$ cat src/rtl/mul_shiftadd32u.sv
`default_nettype none
// ============================================================================
// Module   : mul_shiftadd32u
// Brief    : Sequential unsigned 32x32->64 MSB-first shift-add multiplier
//            with quick-start normalization and zero-operand bypass.
// Revision : 1.0 - initial release
// ============================================================================
module mul_shiftadd32u (
    input  logic        clk,
    input  logic        rstLow,
    input  logic [31:0] a_in,
    input  logic [31:0] b_in,
    input  logic        start_in,
    output logic [31:0] hi_out,
    output logic [31:0] lo_out,
    output logic        busy
);

    localparam logic [1:0] c_PREP   = 2'd0;
    localparam logic [1:0] c_LOOP   = 2'd1;
    localparam logic [1:0] c_FINISH = 2'd2;
    localparam logic [1:0] c_FREE   = 2'd3;

    logic [63:0] r_acc;
    logic [31:0] r_m;
    logic [31:0] r_mcand;
    logic [4:0]  r_count;
    logic [1:0]  r_state;

    logic        w_zero;
    logic        w_start;
    logic [4:0]  w_lz;
    logic [31:0] w_b_norm;
    logic [63:0] w_addend;

    assign w_zero  = (a_in == 32'd0) | (b_in == 32'd0);
    assign w_start = start_in & ~w_zero;

    // Leading-zero count: the highest set bit wins because it is visited last.
    always_comb begin
        w_lz = 5'd0;
        for (int i = 0; i < 32; i++) begin
            if (b_in[i]) begin
                w_lz = 5'(31 - i);
            end
        end
    end

    assign w_b_norm = b_in << w_lz;
    assign w_addend = r_m[31] ? {32'd0, r_mcand} : 64'd0;

    always_ff @(posedge clk or negedge rstLow) begin
        if (!rstLow) begin
            r_state <= c_FINISH;
            r_acc   <= 64'd0;
            r_m     <= 32'd0;
            r_mcand <= 32'd0;
            r_count <= 5'd0;
        end else begin
            case (r_state)
                c_PREP: begin
                    r_acc   <= 64'd0;
                    r_m     <= w_b_norm;
                    r_mcand <= a_in;
                    r_count <= w_lz;
                    r_state <= c_LOOP;
                end
                c_LOOP: begin
                    r_acc   <= {r_acc[62:0], 1'b0} + w_addend;
                    r_m     <= {r_m[30:0], 1'b0};
                    r_count <= r_count + 5'd1;
                    if (r_count == 5'd31) begin
                        r_state <= c_FINISH;
                    end
                end
                // Free is an unused encoding and behaves as Finish.
                c_FINISH, c_FREE: begin
                    if (w_start) begin
                        r_state <= c_PREP;
                    end else begin
                        r_state <= c_FINISH;
                    end
                end
                default: r_state <= c_FINISH;
            endcase
        end
    end

    assign busy   = (r_state == c_PREP) | (r_state == c_LOOP);
    assign hi_out = w_zero ? 32'd0 : r_acc[63:32];
    assign lo_out = w_zero ? 32'd0 : r_acc[31:0];

endmodule
`default_nettype wire

$ cat config.mk
export PLATFORM = sky130hd
export DESIGN_NAME = mul_shiftadd32u
export DESIGN_NICKNAME = d
export VERILOG_FILES = /design/src/rtl/mul_shiftadd32u.sv
export SDC_FILE = /design/constraint.sdc
export NUM_CORES = 1
export LEC_CHECK = 0
export CAP_MARGIN = 20
export CORE_AREA = 5 5 168 170
export CTS_CLUSTER_DIAMETER = 150
export DETAILED_ROUTE_END_ITERATION = 10
export DIE_AREA = 0 0 173 175
export SYNTH_ARGS = -nofsm -noshare
export SYNTH_HDL_FRONTEND = slang
export SYNTH_SLANG_ARGS = --single-unit
export TNS_END_PERCENT = 30
$ cat constraint.sdc
create_clock -name clk -period 7.3 [get_ports clk]
set_input_delay 1.46 -clock clk [delete_from_list [all_inputs] [get_ports clk]]
set_output_delay 1.46 -clock clk [all_outputs]
set_load 0.05 [all_outputs]
==> flow_summary.toml, run 1 <==
[run_status]
status = "finished clean"

[cells_and_area]
final_cell_count_no_fill = 1583
final_area_sq_um = 12100
fin_util_pct = 45.6
diodes = 0
synthToLayoutAreaGrowth_pct = 21.8
final_layout_size_suffix_gt1_share_pct = 8.37
final_nets = 1331

[worst_setup_path]
cp.arrival_ns = 4.81
cp_max_fo = 65
rr_endpoint = "r_acc[59]$_DFFE_PN0P_"
reg2reg_depth = 13
start_kind = "primary input"
cp.required_ns = 5.84
rr_startpoint = "r_m[31]$_DFFE_PN0P_"
reg2reg_slack_ns = 3.00
cp-end-kind = "output pin"
crit_type = "primary input to output pin"

[routing]
ant_nets = 0
totalWireLength_microns = 27800
initialDrtViolationCount = 675
drtPass1Iterations = 5
wire_per_inst_microns = 17.6
drc = 0
vias = 8752
vias_per_cell = 5.53

[logic_synthesis]
avgSynthCellArea_sq_um = 8.80
ys_seq_area_share_pct = 34.0
yosys_warnings = 0
yosys.area_share.xor_xnor_pct = 5.19
synth_area_leader_cell = "dfrtp_1"
synth_edf_count = 0
yosys_register_bits = 135
syn_nets = 1232
synth_compound_area_share_pct = 20.0
synth_mux_area_share_pct = 11.8
synthTopCellsByArea = "dfrtp_1, mux2i_1, and2_1"
ys_types = 80
syn_inst = 1131
synthAdderAreaFrac_pct = 4.35
yosys.area_share.simple_pct = 21.2
synthArstFlopShare_pct = 100
synth_area_sq_um = 9950
synth_top_area_share_pct = 33.7
synth_top_family_by_area = "simple AND/OR/NAND/NOR gates"
synth_ff_type = "dfrtp_1"

[clock_tree]
cts_hold_buf = 0
clkTransAtPathRegs_ns = 0.06
cts_max_level = 4
cts.sinks = 135
cts-buffers-inserted = 17
clock_latency_ns = 0.42
postCtsSetupBuffers = 0
cts-root-buf = "clkbuf_16"
clockBufferDepth = 2
cts_tree = "done"
cts-resized-gates = 0

[floorplan]
die_y_microns = 175
core_sq_um = 26600
die_w_microns = 173
start_util_pct = 37.4
io_pins = 132
dieArea_sq_um = 30300
row_count = 60

[timing]
period_share_pct = 85.8
setup-violations-final = 0
hold_viol = 0
finalHoldWorstSlack_ns = 0.492
tightest_slew_ns = 0.976
rsz0062_at_grt = "no"
fmax_mhz = 160
finalSetupTns_ns = 0
fin_worst_skew_ns = 0.0106
slew_violations = 0
slew-limit-headroom_pct = 34.9
period_needed_ns = 6.27
worst_slack_ns = 1.03

[place]
placement.cell_area_sq_um = 11500
dp_slack_ns = 1.02
hpwlAfterDp_microns = 20100
numPlacedInstances = 1552
routabilityCongestion = 0.888
portBuffers = 131

[min_path]
min_from = "r_m[0]$_DFFE_PN0P_"
hold_depth = 2
holdCritPathClass = "register to register"
holdPathEnd = "r_m[0]$_DFFE_PN0P_"

[grt]
antenna_found_initial = 0
grt_pass1_vias = 8594
grt_pass1_wl_microns = 45900
grt_max_degree = 95
grt-ovfl-total = 0
grt_use_total_pct = 18.1

[power_and_ir_drop]
total_power_mw = 5.09
power_leakage_nw = 5.00
vdd_drop_max_mv = 0.181
power_density_nw_per_um2 = 420

[run]
cap_violations = 0
## worst max-delay path by stage
stage | start | end | slack, ns | depth (start not counted)
2_1_floorplan | b_in[8] | hi_out[10] | 2.58 | 9
3_3_place_gp | b_in[8] | lo_out[3] | 1.14 | 8
3_5_place_dp | b_in[8] | hi_out[21] | 1.02 | 8
4_1_cts | b_in[8] | lo_out[3] | 1.01 | 8
5_1_grt | b_in[8] | lo_out[3] | 0.81 | 8
6_report | b_in[8] | hi_out[21] | 1.03 | 8
## cell usage in the layout, fill, tap and decap left out, drive strengths merged, types with 5 or more instances in the layout
master         Yosys  layout
o211ai            10      10
a31oi              7       7
a211oi             7       7
mux2              41      41
and2             101     101
dfrtp            134     134
nand2            122     122
nand3             35      35
a21o              12      12
o221ai             8       8
a21oi             46      46
clkbuf            44      20
o21a               5       5
and3              16      16
nor3              16      16
ha                33      33
o21ai            113     113
nor4              18      18
inv               17      18
o31ai             10      10
buf               18      12
nor2              60      60
nand2b             8       8
clkdlybuf4s50      0     130
o21bai             7       7
xnor2             26      26
a22oi             29      29
nor2b              5       5
nand4             14      14
mux2i             71      71
xor2              33      33
## power breakdown
part / switching, mW / internal [mW] / leakage, nW
Combinational: 1.64 / 1.11 / 3.00
Clock: 0.335 / 0.581 / 0.293
Sequential: 0.326 / 1.10 / 1.70
## worst max-delay path, stage by stage
cell and delay [ns]:
clkdlybuf4s50_1 0.57, nor4_2 0.51, nand2_1 0.14, nor3_1 0.45, nand2_1 0.16, o21a_2 0.45
and2_1 0.33, clkdlybuf4s50_1 0.70
## cell families after synthesis
group / count (synthesis)
mux: 112
flops: 135
fa+ha+maj: 34
xor+xnor: 59
simple gates: 411
compound gates: 300
buf+inv: 80
## synth_stat cells (all sizes together) (5+ instances only)
master and count:
dfrtp 134, nand2 122, o21ai 113, and2 101
mux2i 71, nor2 60, a21oi 46, clkbuf 44
mux2 41, nand3 35, ha 33, xor2 33
a22oi 29, xnor2 26, buf 18, nor4 18
inv 17, and3 16, nor3 16, nand4 14
a21o 12, o211ai 10, o31ai 10, nand2b 8
o221ai 8, a211oi 7, a31oi 7, o21bai 7
nor2b 5, o21a 5
## metal layers
layer | up-vias | track usage [%] | wire length [microns] | part of all wire [%]
met4 | 0 | 4.06 | 303 | 1.1
met5 | - | 0 | 0 | 0
met3 | 20 | 2.99 | 1220 | 4.4
met2 | 213 | 29.1 | 12700 | 46
met1 | 4170 | 25.7 | 13600 | 49
li1 | 4349 | - | - | -
## layout make-up
type	instances	area, sq um
Fill cell	2613	14500
Timing Repair Buffer	142	1400
Sequential cell	135	3380
Tap cell	341	427
Clock inverter	11	174
Multi-Input combinational cell	916	6230
Clock buffer	20	447
Inverter	18	67.6
## registers in the layout, indices dropped and copies added, names as in the netlist
name and cells:
r_m 32, r_state 2, r_acc 64, r_count 5, r_mcand 32
Power figures use the tool's default switching activity.
==> run 2, diff against run 1 <==
==> constraint.sdc (replaced) <==
create_clock -name clk -period 7.3 [get_ports clk]
set_input_delay 1.095 -clock clk [delete_from_list [all_inputs] [get_ports clk]]
set_output_delay 1.095 -clock clk [all_outputs]
set_load 0.05 [all_outputs]
==> run 2 against run 1 <==
Clock power down 1%. Highest routed layer unchanged. Power down 0.13%. Setup slack better by 0.75 ns. Largest cell class unchanged.
==> flow_summary.toml, run 2 (synthesis gave the netlist of run 1 again) <==
[run_status]
status = "finished clean"

[place]
portBuffers = 131
routabilityCongestion = 0.874
dp_slack_ns = 1.77
hpwlAfterDp_microns = 20200

[worst_setup_path]
start_kind = "primary input"
reg2reg_depth = 13
crit_type = "primary input to output pin"
cp_max_fo = 65
cp-end-kind = "output pin"
cp.arrival_ns = 4.42
cp.required_ns = 6.20

[timing]
setup-violations-final = 0
fmax_mhz = 181
rsz0062_at_grt = "no"
tightest_slew_ns = 1.02
finalSetupTns_ns = 0
period_share_pct = 75.5
slew_violations = 0
worst_slack_ns = 1.79
slew-limit-headroom_pct = 32.0
fin_worst_skew_ns = 0.00919
finalHoldWorstSlack_ns = 0.492
hold_viol = 0
period_needed_ns = 5.51

[power_and_ir_drop]
total_power_mw = 5.08
pwr-share-comb_pct = 54.3
vdd_drop_max_mv = 0.200
p_clk_share_pct = 17.8
swShare_pct = 45.7
internal_power_mw = 2.76
seqPwrFrac_pct = 28.0
power.switching_mw = 2.32
power_leakage_nw = 5.01
power_density_nw_per_um2 = 419

[floorplan]
core_sq_um = 26600
die_y_microns = 175
dieArea_sq_um = 30300
row_count = 60
start_util_pct = 37.4
die_w_microns = 173
io_pins = 132

[clock_tree]
postCtsSetupBuffers = 0
cts_max_level = 4
clockBufferDepth = 2
clkTransAtPathRegs_ns = 0.06
clock_latency_ns = 0.42
cts.sinks = 135
cts_tree = "done"
cts-root-buf = "clkbuf_16"
cts-buffers-inserted = 17
cts_hold_buf = 0
cts-resized-gates = 0

[cells_and_area]
final_cell_mix = "dfrtp_1, clkdlybuf4s50_1, nand2_1"
synthToLayoutAreaGrowth_pct = 21.9
diodes = 0
final_layout_size_suffix_gt1_share_pct = 8.60
reg_top3 = "r_acc (64), r_m (32), r_mcand (32)"
largest_reg_flops = 64
layout_commonest_cell = "dfrtp_1"
final_nets = 1332
largest-register = "r_acc"
fin_util_pct = 45.6

[grt]
antenna_found_initial = 0
grt_max_degree = 89
grt_use_total_pct = 18.3
grt-ovfl-total = 0
grt_pass1_wl_microns = 46200
grt_pass1_vias = 8664

[routing]
vias = 8967
drtPass1Iterations = 5
totalWireLength_microns = 28000
initialDrtViolationCount = 726
vias_per_cell = 5.66
wire_per_inst_microns = 17.7
drc = 0
ant_nets = 0

[min_path]
hold_depth = 2
holdCritPathClass = "register to register"

[run]
cap_violations = 0
-- run 2: through the flow --
stage,cell area [sq um],std cells
finish,12100,1585
global route,12100,1585
CTS,12100,1585
detailed placement,11500,1553
global placement,11500,1552
floorplan,9950,1131
-- run 2: final timing paths --
kind,endpoint,startpoint,slack [ns]
setup / recovery,hi_out[25],b_in[8],1.79
hold / removal,r_acc[63]$_DFFE_PN0P_,r_acc[63]$_DFFE_PN0P_,0.49
setup reg to reg,r_acc[59]$_DFFE_PN0P_,r_m[31]$_DFFE_PN0P_,2.93
hold reg to reg,r_acc[63]$_DFFE_PN0P_,r_acc[63]$_DFFE_PN0P_,0.49
max in group asynchronous,r_acc[52]$_DFFE_PN0P_,rstLow,5.45
min in group asynchronous,r_mcand[22]$_DFFE_PN0P_,rstLow,0.73
-- run 2: critical path, stage by stage --
cell	delay [ns]
clkdlybuf4s50_1	0.57
nor4_2	0.54
nand2_1	0.13
nor3_1	0.43
nand2_1	0.13
o21a_2	0.46
and2_1	0.34
clkdlybuf4s50_1	0.70
-- run 2: power by group through the flow --
stage,Combinational (mW),Sequential (mW),Clock (mW)
after CTS,2.77,1.43,0.915
after detailed placement,2.76,1.44,0
final,2.76,1.42,0.903
after floorplan,2.12,1.27,0
after global routing,3.03,1.48,0.948
after global placement,2.72,1.43,0
-- run 2: layer usage --
layer  global-route usage, %  wire length [microns]  part of all wire, %
met2                    29.5                  12900                   46
met5                       0                      0                    0
met4                    4.39                    389                  1.4
met3                    2.62                   1360                  4.8
met1                    26.0                  13400                   48
-- run 2: final cells by class --
type | count | area [sq um]
multi-input cells | 916 | 6230
repair buffers | 143 | 1410
clock inverters | 13 | 171
fillers | 2657 | 14400
inverters | 18 | 67.6
flip-flops and latches | 135 | 3380
clock buffers | 19 | 443
well taps | 341 | 427
